**src/rtl/sram_ctrl_pkg.sv**
```systemverilog
// Shared types and constants for the SRAM sequencing controller.
// SRAM_CTRL_WRITE_VERIFY_EN adds the read-back verify states and changes the write latency.
package sram_ctrl_pkg;

  localparam int CNT_W = 4;

  typedef enum logic [2:0] {
    ST_IDLE          = 3'd0,
    ST_PRECH         = 3'd1,
    ST_DRIVE         = 3'd2,
    ST_ACCESS        = 3'd3,
`ifdef SRAM_CTRL_WRITE_VERIFY_EN
    ST_RECOVER       = 3'd4,
    ST_VERIFY_PRECH  = 3'd5,
    ST_VERIFY_ACCESS = 3'd6
`else
    ST_RECOVER       = 3'd4
`endif
  } state_t;

  // Cycles from handshake edge to the rsp_valid cycle, inclusive.
  function automatic int read_latency(input int prech_cyc, input int wl_cyc);
    return prech_cyc + wl_cyc + 1;
  endfunction

  function automatic int write_latency(input int prech_cyc, input int wl_cyc);
`ifdef SRAM_CTRL_WRITE_VERIFY_EN
    return 1 + wl_cyc + prech_cyc + wl_cyc + 1;
`else
    return 1 + wl_cyc + 1;
`endif
  endfunction

endpackage

```
**src/rtl/sram_wl_decoder.sv**
```systemverilog
// Row address to one-hot wordline decoder; all wordlines stay low unless enabled.
module sram_wl_decoder #(
  parameter int ADDR_W = 4
) (
  input  logic                   en_i,
  input  logic [ADDR_W-1:0]      addr_i,
  output logic [(1<<ADDR_W)-1:0] wl_o
);

  always_comb begin
    wl_o = '0;
    if (en_i) wl_o[addr_i] = 1'b1;
  end

endmodule

```
**src/rtl/sram_ctrl.sv**
```systemverilog
// Single-word SRAM sequencer: precharge / drive / wordline access / sense, one response per request.
// Define SRAM_CTRL_WRITE_VERIFY_EN to read back every write and flag mismatches on rsp_err.
module sram_ctrl
  import sram_ctrl_pkg::*;
#(
  parameter int ADDR_W    = 4,
  parameter int DATA_W    = 8,
  parameter int PRECH_CYC = 2,
  parameter int WL_CYC    = 2
) (
  input  logic                   clk,
  input  logic                   rst,
  // Handshake: a request transfers on a rising edge where req_valid and req_ready are both 1;
  // the requester keeps req_valid and its fields stable until then. rsp_valid is a 1-cycle pulse.
  input  logic                   req_valid,
  output logic                   req_ready,
  input  logic                   req_we,
  input  logic [ADDR_W-1:0]      req_addr,
  input  logic [DATA_W-1:0]      req_wdata,
  output logic                   rsp_valid,
  output logic [DATA_W-1:0]      rsp_rdata,
  output logic                   rsp_err,
  output logic [(1<<ADDR_W)-1:0] wl,
  output logic                   prech,
  output logic                   wdrv_en,
  output logic [DATA_W-1:0]      wdrv_data,
  output logic                   sense_en,
  input  logic [DATA_W-1:0]      sense_data,
  output state_t                 dbg_state
);

  localparam logic [CNT_W-1:0] PRECH_LEN = CNT_W'(PRECH_CYC);
  localparam logic [CNT_W-1:0] WL_LEN    = CNT_W'(WL_CYC);
  localparam logic [CNT_W-1:0] ONE       = CNT_W'(1);

  state_t              state_q, state_d;
  logic [CNT_W-1:0]    cnt_q, cnt_d;
  logic                we_q, we_d;
  logic [ADDR_W-1:0]   addr_q, addr_d;
  logic [DATA_W-1:0]   wdata_q, wdata_d;
  logic [DATA_W-1:0]   rdata_q, rdata_d;
  logic                ready_c;
  logic                wl_en;
  logic                last;

`ifdef SRAM_CTRL_WRITE_VERIFY_EN
  logic                err_q, err_d;
`endif

  assign last = (cnt_q == ONE);

  always_ff @(posedge clk or posedge rst) begin
    if (rst) begin
      state_q <= ST_IDLE;
      cnt_q   <= '0;
      we_q    <= 1'b0;
      addr_q  <= '0;
      wdata_q <= '0;
      rdata_q <= '0;
    end else begin
      state_q <= state_d;
      cnt_q   <= cnt_d;
      we_q    <= we_d;
      addr_q  <= addr_d;
      wdata_q <= wdata_d;
      rdata_q <= rdata_d;
    end
  end

`ifdef SRAM_CTRL_WRITE_VERIFY_EN
  always_ff @(posedge clk or posedge rst) begin
    if (rst) err_q <= 1'b0;
    else     err_q <= err_d;
  end
`endif

  always_comb begin
    state_d   = state_q;
    cnt_d     = cnt_q;
    we_d      = we_q;
    addr_d    = addr_q;
    wdata_d   = wdata_q;
    rdata_d   = rdata_q;
`ifdef SRAM_CTRL_WRITE_VERIFY_EN
    err_d     = err_q;
`endif
    ready_c   = 1'b0;
    prech     = 1'b0;
    wdrv_en   = 1'b0;
    sense_en  = 1'b0;
    wl_en     = 1'b0;
    rsp_valid = 1'b0;

    case (state_q)
      ST_IDLE: begin
        ready_c = 1'b1;
        if (req_valid) begin
          we_d    = req_we;
          addr_d  = req_addr;
          wdata_d = req_wdata;
`ifdef SRAM_CTRL_WRITE_VERIFY_EN
          err_d   = 1'b0;
`endif
          // Writes skip precharge: the drivers own the bitlines for a settle cycle first.
          if (req_we) begin
            state_d = ST_DRIVE;
            cnt_d   = ONE;
          end else begin
            state_d = ST_PRECH;
            cnt_d   = PRECH_LEN;
          end
        end
      end

      ST_PRECH: begin
        prech = 1'b1;
        if (last) begin
          state_d = ST_ACCESS;
          cnt_d   = WL_LEN;
        end else begin
          cnt_d = cnt_q - ONE;
        end
      end

      ST_DRIVE: begin
        wdrv_en = 1'b1;
        state_d = ST_ACCESS;
        cnt_d   = WL_LEN;
      end

      ST_ACCESS: begin
        wl_en    = 1'b1;
        wdrv_en  = we_q;
        sense_en = !we_q && last;
        if (last) begin
          if (!we_q) rdata_d = sense_data;
`ifdef SRAM_CTRL_WRITE_VERIFY_EN
          if (we_q) begin
            state_d = ST_VERIFY_PRECH;
            cnt_d   = PRECH_LEN;
          end else begin
            state_d = ST_RECOVER;
            cnt_d   = ONE;
          end
`else
          state_d = ST_RECOVER;
          cnt_d   = ONE;
`endif
        end else begin
          cnt_d = cnt_q - ONE;
        end
      end

`ifdef SRAM_CTRL_WRITE_VERIFY_EN
      ST_VERIFY_PRECH: begin
        prech = 1'b1;
        if (last) begin
          state_d = ST_VERIFY_ACCESS;
          cnt_d   = WL_LEN;
        end else begin
          cnt_d = cnt_q - ONE;
        end
      end

      ST_VERIFY_ACCESS: begin
        wl_en    = 1'b1;
        sense_en = last;
        if (last) begin
          err_d   = (sense_data != wdata_q);
          state_d = ST_RECOVER;
          cnt_d   = ONE;
        end else begin
          cnt_d = cnt_q - ONE;
        end
      end
`endif

      ST_RECOVER: begin
        rsp_valid = 1'b1;
        state_d   = ST_IDLE;
        cnt_d     = '0;
      end

      default: begin
        state_d = ST_IDLE;
        cnt_d   = '0;
      end
    endcase
  end

  sram_wl_decoder #(.ADDR_W(ADDR_W)) u_wl_dec (
    .en_i   (wl_en),
    .addr_i (addr_q),
    .wl_o   (wl)
  );

  // Ready is masked by rst directly so it reads 0 for the whole reset pulse.
  assign req_ready = ready_c && !rst;
  assign wdrv_data = wdrv_en ? wdata_q : '0;
  assign rsp_rdata = rdata_q;
  assign dbg_state = state_q;

`ifdef SRAM_CTRL_WRITE_VERIFY_EN
  assign rsp_err = rsp_valid && err_q;
`else
  assign rsp_err = 1'b0;
`endif

endmodule
```
**config.mk**
```make
export PLATFORM = sky130hd
export DESIGN_NAME = sram_ctrl
export DESIGN_NICKNAME = d
export VERILOG_FILES = /design/src/rtl/sram_ctrl_pkg.sv /design/src/rtl/sram_wl_decoder.sv /design/src/rtl/sram_ctrl.sv
export SDC_FILE = /design/constraint.sdc
export NUM_CORES = 1
export LEC_CHECK = 0
export ABC_CLOCK_PERIOD_IN_PS = 2800
export CAP_MARGIN = 20
export CORE_UTILIZATION = 25
export CTS_CLUSTER_SIZE = 16
export DETAILED_ROUTE_END_ITERATION = 6
export MAX_ROUTING_LAYER = met4
export PLACE_DENSITY_LB_ADDON = 0.2
export SLEW_MARGIN = 20
export SYNTH_ARGS = -nofsm -noshare
export SYNTH_HDL_FRONTEND = slang
export SYNTH_HIERARCHICAL = 1
export SYNTH_SLANG_ARGS = --single-unit
```
**constraint.sdc**
```tcl
create_clock -name clk -period 2.8 [get_ports clk]
set_input_delay 0.42 -clock clk [delete_from_list [all_inputs] [get_ports clk]]
set_output_delay 0.42 -clock clk [all_outputs]
set_load 0.05 [all_outputs]
```
==> impl_results.md, run 1 <==
* Status: finished clean
* P_leak at slightly below 1 nW
* Layout area overhead at 56.6%
* Fin crit period at 2.49 ns
* Final setup fails at 0
* Critical Path Sink: wdrv_en
* First-pass GRT wire length at 5680 um
* Clock slew at reported path FFs at 0.09 ns
* Reg-to-Reg End: rsp_rdata[4]$_DFFE_PP0P_
* Hold crit path type: flip-flop to flip-flop
* Seq cells post-synth at 28
* Post-Syn Nets at about 160
* CTS sink count at 28
* GRT Residual Overflow at 0
* Antenna cell count at 0
* Crit path max fanout at 9
* Distinct cells, synth at 36
* GRT Total Usage at 11.9%
* Buf/Inv on CP at 1
* Reg2reg start: cnt_q[1]$_DFFE_PP0P_
* CTS max path bufs at 2
* Reg2Reg Depth at 6
* Unrepaired setup endpoints after global routing: no
* # rows at 27
* Post-Syn Instances at approximately 140
* Clock Latency Late Sink at 0.27 ns
* Levels on crit path at 3
* CTS HTree Levels at 1
* Initial Util at between 20% and 30%
* CTS tree: built
* Placed Cells at between 200 and 300
* Max-cap violations at 0
* Final period util at 88.9%
* Fin. Hold Viols at 0
* Critical path, cell by cell: nor2b_1, nor3b_2, clkdlybuf4s50_1
* Fraction of layout cells with a size suffix above 1 at 30.7%
* Clk_skew at 0.00245 ns
* Initial DRC count at 29
* Area share of the largest cell type after synthesis at 48.3%
* Final #Nets at 229
* Setup crit start kind: flip-flop
* Top-Level Pins at 65
* Arr. time, crit path at 2.07 ns
* Setup Buffers After CTS at 0
* First drt pass iteration count at 4
* Pwr per Cell Area at 1240 nW/um2
* Final Non-Filler Cells at 274
* I/O Buffers at 63
* CTS Buf Count at 3
* Least-Margin Pin Slew at 0.642 ns
* Worst vdd ir at 651 uV
* Synth Cell Area at 1450 um2
* CP max-delay cell: clkdlybuf4s50_1
* WS Path Type: flip-flop to output port
* Setup WS post-layout at 0.312 ns
* Largest net degree at the start of global routing at 29
* Final Max Tran Viols at 0
* CP Launch Point: dbg_state[0]$_DFFE_PP0P_
* Hold Buf Count CTS at 0
* WL/cell at 12.1 um
* Max stage delay on crit path at ~0.89 ns
* Setup slack, reg-to-reg at 0.75 ns
* Initial antenna violation count at 0
* Seq/Total Area, Yosys at 48.3%
* Max Freq at 0.402 GHz
* Place WS at 0.540 ns
* Slew HR at 56.8%
* Number of global-route vias before repair at 1,172
* Std-Cell Core Area at about 5500 um2
* Clock root cell: clkbuf_8
* DRC at 0
* Cell taking the most area after synthesis: dfrtp_1
* CP endpoint kind: output port
* Routed vias at around 1,200
* Fin util at between 40% and 50%
* Post-Syn Area per Cell at 10.7 um2
* GPL Wtd Cong at 0.796
* CP delay by family, top: buffers and inverters
* DP Wirelength at between 2000 and 3000 um
* WL final at 3320 um
* PostCTS Resize Cnt at 0
* Die Ht at 78.2 um
* Largest cells by area after synthesis: dfrtp_1 48%, mux2_2 16%, nor2_1 3.9%
* Die Area at 6110 um2
* Routed Antenna Nets at 0
* Worst EP required at 2.38 ns
* Vias per cell at around 4.4
* Ys Warns at 6
* Die Span X at 78.2 um
worst min path at each step:
stage / endpoint / slack [ns] / cells after the start / from
2_1_floorplan: wdata_q[6]$_DFFE_PP0P_ / 0.47 / 1 / wdata_q[6]$_DFFE_PP0P_
5_1_grt: wdata_q[1]$_DFFE_PP0P_ / 0.52 / 1 / wdata_q[1]$_DFFE_PP0P_
4_1_cts: wdata_q[0]$_DFFE_PP0P_ / 0.51 / 1 / wdata_q[0]$_DFFE_PP0P_
6_report: wdata_q[2]$_DFFE_PP0P_ / 0.51 / 1 / wdata_q[2]$_DFFE_PP0P_
3_3_place_gp: wdata_q[0]$_DFFE_PP0P_ / 0.48 / 1 / wdata_q[0]$_DFFE_PP0P_
3_5_place_dp: wdata_q[0]$_DFFE_PP0P_ / 0.49 / 1 / wdata_q[0]$_DFFE_PP0P_
logic make-up after synthesis:
family,synth area share (%)
mux,16.3
fa+ha+maj,1.73
buf+inv,2.67
other cells,0.259
compound gates,7.94
flops,48.3
simple gates,22.8
cell type report:
| cell class | count | area (um2) |
|---|---|---|
| Clock buffer | 3 | 41.3 |
| Clock inverter | 1 | 30.0 |
| Fill cell | 555 | 3270 |
| Inverter | 3 | 11.3 |
| Multi-Input combinational cell | 98 | 722 |
| Sequential cell | 28 | 701 |
| Tap cell | 72 | 90.1 |
| Timing Repair Buffer | 69 | 676 |
worst reg2reg max path, cell delays in order, from the launching register on:
cell and delay, ns:
dfrtp_1 0.40, inv_1 0.10, ha_1 0.15, or3b_1 0.48, nor4_4 0.24, buf_4 0.23
mux2_2 0.35
through the flow:
stage / instance area (um2) / hold slack, ns / power (W) / TNS [ns]
detailed placement: 2200 / 0.487 / 0.00253 / 0
global placement: 2200 / 0.481 / 0.00253 / 0
global route: 2270 / 0.521 / 0.00300 / 0
floorplan: 1460 / 0.472 / 0.00196 / -0.0272
CTS: 2270 / 0.511 / 0.00285 / 0
finish: 2270 / 0.506 / 0.00282 / 0
where the power goes:
group          internal [W]  switching (W)  leakage [nW]  total (W)
Clock              0.000191       0.000124        0.0357   0.000315
Combinational      0.000677        0.00108         0.600    0.00176
Sequential         0.000600       0.000148         0.336   0.000748
state kept, by name (all words and copies together) (netlist names):
register   cells
rsp_rdata      8
dbg_state      3
we_q           1
cnt_q          4
addr_q         4
wdata_q        8
routing by layer:
| metal | wire length (um) | track usage (%) |
|---|---|---|
| met1 | 1550 | 15.8 |
| met3 | 177 | 2.33 |
| met2 | 1580 | 18.5 |
| met5 | 0 | - |
| met4 | 17 | 3.33 |
cells in the final DEF (no fill, tap or decap), drive strengths merged, types with 2 or more instances in the layout:
master,count
a21oi,5
a31oi,2
and2,9
buf,31
clkbuf,3
clkdlybuf4s50,38
dfrtp,28
ha,2
inv,3
mux2,21
nand2,7
nand2b,4
nand3b,2
nor2,15
nor2b,2
nor3,6
nor3b,3
nor4,4
o21ai,2
or3b,3
cell usage after synthesis:
library cell and instances:
o21a_1 1, nor3_2 1, nor3_1 5, buf_4 1
a32oi_1 1, and2_0 1, or3b_1 1, and2_1 8
mux2_2 21, o21bai_1 1, a211o_1 1, o211a_1 1
conb_1 1, o21ai_0 2, inv_1 3, ha_1 2
nand2b_1 4, nand3_1 1, a31oi_1 2, nor4_4 1
or4_1 1, nor4_1 3, or3b_4 1, a21o_1 1
a21oi_1 5, nand3b_1 2, o31a_1 1, clkbuf_1 4
nor2_1 15, dfrtp_1 28, o221ai_1 1, nor3b_1 3
or3b_2 1, buf_2 1, nor2b_1 2, nand2_1 7
Power figures use the tool's default switching activity.
==> run 2: changes to the inputs <==
--- a/config.mk
+++ b/config.mk
@@ -10,6 +10,7 @@
 export CORE_UTILIZATION = 25
 export CTS_CLUSTER_SIZE = 16
 export DETAILED_ROUTE_END_ITERATION = 6
+export HOLD_SLACK_MARGIN = 0.06
 export MAX_ROUTING_LAYER = met4
 export PLACE_DENSITY_LB_ADDON = 0.2
 export SLEW_MARGIN = 20
==> results of run 2 <==
The final DEF is identical to that of run 1; final timing and power are the same.
==> variant 1, RTL diff (settings of run 1) <==
`CNT_W`: 4 -> 3.
--- a/src/rtl/sram_ctrl_pkg.sv
+++ b/src/rtl/sram_ctrl_pkg.sv
@@ -2,7 +2,7 @@
 // SRAM_CTRL_WRITE_VERIFY_EN adds the read-back verify states and changes the write latency.
 package sram_ctrl_pkg;
 
-  localparam int CNT_W = 4;
+  localparam int CNT_W = 3;
 
   typedef enum logic [2:0] {
     ST_IDLE          = 3'd0,
Formal check against the unedited RTL: same outputs for any inputs over 10 cycles, from zero or initial values and one cycle with rst high; that may be too few to reach the edited logic, so the function may still have changed.
==> variant 1 against run 1 <==
Setup slack got worse by 0.16 ns. Register-to-register slack gained 0.14 ns. Area after synthesis fell by 2.2%. Total power down 6.1%. Routed wire length decreased by 0.54%. Cell count fell by 4.4%. Critical path depth up 2. Sequential cell count is 1 lower. Design area down 5.5%. Critical path type unchanged. Via count is 5.9% lower. Highest routed layer unchanged. Combinational power shrank 4%. First-iteration DRC count increased by 21%. Global-route usage down 0.33 points.
==> variant 1: results (changes against run 1) <==
Skew-Pair Late Insertion Delay 0.27 ns (about the same); ratio of cells with drive above 1 in the final layout 24.7% (was 30.7%); largest net degree at the start of global routing 28 (was 29); initial antenna violation count 0 (unchanged); P_leak 1.03 nW (was 0.972 nW); post-synthesis mux area share 18.8% (was 16.3%); cell family with most CP delay buffers and inverters (unchanged); drt first pass iters 5 (was 4); Distinct cells, synth 33 (was 36); post-synthesis xor/xnor area fraction 0% (unchanged); Compound-Gate Fraction of Synth Area 4.94% (was 7.94%); final-stage net count 217 (was 229); DR iter-0 viols 35 (was 29); Routed wire per std cell 12.6 um (was 12.1 um); estimated wirelength of the detail-placed design 2470 um (was 2530 um); # Post-CTS Setup Buffers 0 (unchanged); post-synth net total 153 (was 161); clock buffer depth 2 (unchanged); HP Class flop to flop (unchanged); post-synthesis sequential area ratio 47.6% (was 48.3%); GP Congestion 0.852 (was 0.796); synth warn 6 (unchanged); CP peak stage delay 0.82 ns (was 0.89 ns); # fillers 536 (was 555); CTS buffer count 3 (unchanged); critical path peak fanout 11 (was 9); Critical Path AT 2.23 ns (was 2.07 ns); CTS root buf clkbuf_8 (unchanged); Cell Area, Placed 2080 um2 (was 2200 um2); VDD IR max 572 uV (was 651 uV); first-pass GRT wire length 5370 um (was 5680 um); Antenna Cells 0 (unchanged); Fin Clk Skew 0.00793 ns (was 0.00245 ns); Via density 4.37 (was 4.44); Switching Share 49.3% (was 48.0%); synth cell count leaders dfrtp_1 (27), nor2_1 (15), mux2_2 (13), and2_1 (10), mux2_4 (8) (was dfrtp_1 (28), mux2_2 (21), nor2_1 (15), and2_1 (8), nand2_1 (7)); Max stage delay cell, worst path clkdlybuf4s50_1 (unchanged); PortBufs 63 (unchanged); top post-synthesis cells by area dfrtp_1 (48%), mux2_2 (10%), mux2_4 (8.5%), and2_1 (4.4%), nor2_1 (4.0%) (was dfrtp_1 (48%), mux2_2 (16%), nor2_1 (3.9%), and2_1 (3.5%), nand2_1 (1.8%)); Clock transition at path regs ~0.10 ns; htree depth 1 (unchanged); number of global-route vias before repair 1,148 (was 1,172); status complete, no violations (unchanged); Post-Synth Adder-Cell Area 1.76% (was 1.73%); Worst-Margin Slew 0.684 ns (was 0.642 ns); async set-reset flop share out of synthesis 100% (unchanged); gr usage total 11.6% (was 11.9%)
[variant 1: cell count changes in the layout (fill, tap and decap cells not counted), moves of 4 or more]
cell | run 1 | this run
buf_4 | 26 | 17
mux2_2 | 21 | 13
mux2_4 | 0 | 8
clkdlybuf4s50_1 | 38 | 44
buf_12 | 5 | 0
dlymetal6s2s_1 | 0 | 5
nand2_1 | 7 | 2
inv_1 | 3 | 7
[variant 1: metrics by stage]
stage                     cells  utilization (%)  setup slack, ns
after global placement      258             38.1            0.458
after CTS                   262             39.0           0.0994
after detailed placement    258             38.1            0.411
after floorplan             127                -            0.133
final                       262             39.2            0.152
after global routing        262             39.2          0.00733
[variant 1: kinds of logic after synthesis]
logic type / count (synthesis)
adders and majority gates: 2
DFF: 27
AOI/OAI and AO/OA: 11
other: 1
buffers and inverters: 14
and+or+nand+nor: 51
muxes: 21
[variant 1: layer usage]
metal	routed length, um	global-route usage, %	up-vias	share of wire (%)
li1	-	-	551	-
met1	1580	14.4	544	48
met2	1550	18.9	47	47
met3	158	2.12	2	4.8
met4	17	3.96	0	0.52
met5	0	-	-	0
[variant 1: final timing paths]
check	startpoint	to	slack [ns]	cells after the start
setup / recovery	dbg_state[2]	wl[11]	0.15	5
hold / removal	wdata_q[7]	wdata_q[7]	0.51	1
setup reg to reg	cnt_q[1]	rsp_rdata[7]	0.89	5
hold reg to reg	wdata_q[7]	wdata_q[7]	0.51	1
max in group asynchronous	rst	addr_q[3]	1.99	3
min in group asynchronous	rst	cnt_q[2]	0.55	3
[variant 1: power groups by stage]
stage | sequential (W) | clock (W) | combinational (W)
after floorplan | 0.000958 | 0 | 0.000989
after global placement | 0.000730 | 0 | 0.00168
after detailed placement | 0.000730 | 0 | 0.00170
after CTS | 0.000729 | 0.000238 | 0.00171
after global routing | 0.000759 | 0.000253 | 0.00179
final | 0.000726 | 0.000227 | 0.00169
[variant 1: cell type report]
cell class | instances | area share [%]
Timing Repair Buffer | 66 | 29.4
Clock inverter | 1 | 0.350
Multi-Input combinational cell | 86 | 31.4
Clock buffer | 3 | 1.92
Sequential cell | 27 | 31.5
Inverter | 7 | 1.22
Tap cell | 72 | 4.20
[variant 1: what timing repair did]
action,CTS,global route
endpoints found under the hold margin,0,0
setup endpoints to repair,0,5
resized for setup,0,5
==> variant 2, RTL diff (config.mk and constraints of run 1) <==
Made on the original files. Put one more register stage on the output `dbg_state`. The value now appears one clock later. The other outputs are not delayed to match.
--- a/src/rtl/sram_ctrl.sv
+++ b/src/rtl/sram_ctrl.sv
@@ -198,7 +198,9 @@
   assign req_ready = ready_c && !rst;
   assign wdrv_data = wdrv_en ? wdata_q : '0;
   assign rsp_rdata = rdata_q;
-  assign dbg_state = state_q;
+  always_ff @(posedge clk) begin
+    dbg_state <= state_q;
+  end
 
 `ifdef SRAM_CTRL_WRITE_VERIFY_EN
   assign rsp_err = rsp_valid && err_q;
Formal check against the unedited RTL: not equivalent (Yosys sat finds a counterexample within 4 cycles, from zero or initial values and one cycle with rst high).
==> variant 2 against run 1 <==
Sequential cell count rose by 3. Count of clock-buffer cells in the layout up 5. Total power rose by 1.3%. Setup slack got worse by 0.097 ns. Global-route usage rose by 0.76 points. Via count up 5.3%. Routed wire length increased by 8.7%. Design area rose by 2.3%. Area after synthesis is 3.1% higher. Hold slack worse by 0.0031 ns. Largest power group unchanged.
==> variant 2: results (changes against run 1) <==
VDD IR max 715 uV (was 651 uV); cell family with most CP delay simple AND/OR/NAND/NOR gates (was buffers and inverters); post-synthesis sequential area ratio 50.9% (was 48.3%); seq pwr 0.000857 W (was 0.000748 W); GP Congestion 0.786 (was 0.796); CP peak stage delay 0.62 ns (was 0.89 ns); final-stage net count 227 (was 229); M1 WL 1610 um (was 1550 um); Distinct cells, synth 37 (was 36); GR Util met3 4.71% (was 2.33%); synth cell count leaders dfrtp_1 (28), mux2_2 (21), nor2_1 (13), and2_1 (9) (was dfrtp_1 (28), mux2_2 (21), nor2_1 (15), and2_1 (8), nand2_1 (7)); routing usage on met2 20.2% (was 18.5%); R2R setup slack 0.68 ns (was 0.75 ns); Critical R2R Capture rsp_rdata[0] (was rsp_rdata[4]); htree depth 2 (was 1); routed vias 1,281 (was 1,216); first-pass GRT wire length 5950 um (was 5680 um); Post-Place Cells 266 (was 270); Switching Share 46.9% (was 48.0%); async set-reset flop share out of synthesis 90.3% (was 100%); post-synth net total 159 (was 161); critical path peak fanout 15 (was 9); Comb pwr share 56.8% (was 62.3%); met2 routed WL 1690 um (was 1580 um); DR iter-0 viols 31 (was 29); Via density 4.68 (was 4.44); gr usage total 12.7% (was 11.9%); post-synthesis mux area share 15.8% (was 16.3%); CP endpoint wl[0] (was wdrv_en); Critical Path AT 2.16 ns (was 2.07 ns); Max stage delay cell, worst path dfrtp_1 (was clkdlybuf4s50_1); Cell Area, Placed 2220 um2 (was 2200 um2); Routed wire per std cell 13.2 um (was 12.1 um); ratio of cells with drive above 1 in the final layout 31.2% (was 30.7%); CTS buffer count 5 (was 3); M1 GR Usage 14.9% (was 15.8%); P_leak 0.982 nW (was 0.972 nW); top post-synthesis cells by area dfrtp_1 (47%), mux2_2 (16%), dfxtp_1 (4.0%), and2_1 (3.8%), nor2_1 (3.3%) (was dfrtp_1 (48%), mux2_2 (16%), nor2_1 (3.9%), and2_1 (3.5%), nand2_1 (1.8%)); # fillers 566 (was 555); CP Launch Point state_q[0] (was dbg_state[0]); met3 wire len 273 um (was 177 um); Relative slew margins 47.7% (was 56.8%); status complete, no violations (unchanged)
==> variant 2: cell types whose count changed in the layout (fill, tap and decap cells not counted), moves of 2 or more <==
cell	delta
a21oi_1	-2
clkbuf_8	+4
o31ai_1	+2
inv_1	+2
buf_4	-2
nand2_1	-3
dfxtp_1	+3
nor2_1	-2
==> variant 2: final cells by class <==
type / count / area share, %
sequential: 31 / 32.8
inverter: 5 / 0.808
clock buffer: 8 / 4.31
tap: 72 / 3.88
timing repair buffer: 67 / 28.4
multi-input combinational: 91 / 29.8
==> variant 2: how the worst min path moves through the flow <==
stage	to	cells past startpoint
floorplan	dbg_state[1]	0
global placement	wdata_q[7]	1
detailed placement	wdata_q[7]	1
CTS	wdata_q[7]	1
global route	rsp_rdata[4]	1
finish	wdata_q[7]	1
==> variant 2: cell families (layout without fill, tap and decap cells) <==
logic type,count (synthesis),in the layout
AND/OR/NAND/NOR,51,51
flip-flops,31,31
multiplexers,21,21
AO/OA/AOI/OAI,16,16
buffers and inverters,11,80
adder cells (fa/ha/maj),2,2
other,1,1
==> variant 2: worst reg2reg max path, stage by stage (launching register included) <==
cell and delay, ns:
dfrtp_1 0.40, inv_1 0.10, ha_1 0.18, or3b_1 0.48
nor4_4 0.26, buf_4 0.23, mux2_2 0.36
==> variant 2: per-stage QoR <==
stage / worst slack (ns) / util (%) / total power (W)
finish: 0.215 / 41.2 / 0.00286
global route: 0.0828 / 41.2 / 0.00304
CTS: 0.241 / 41.2 / 0.00289
detailed placement: 0.501 / 39.4 / 0.00249
global placement: 0.540 / 39.4 / 0.00245
floorplan: 0.220 / - / 0.00195
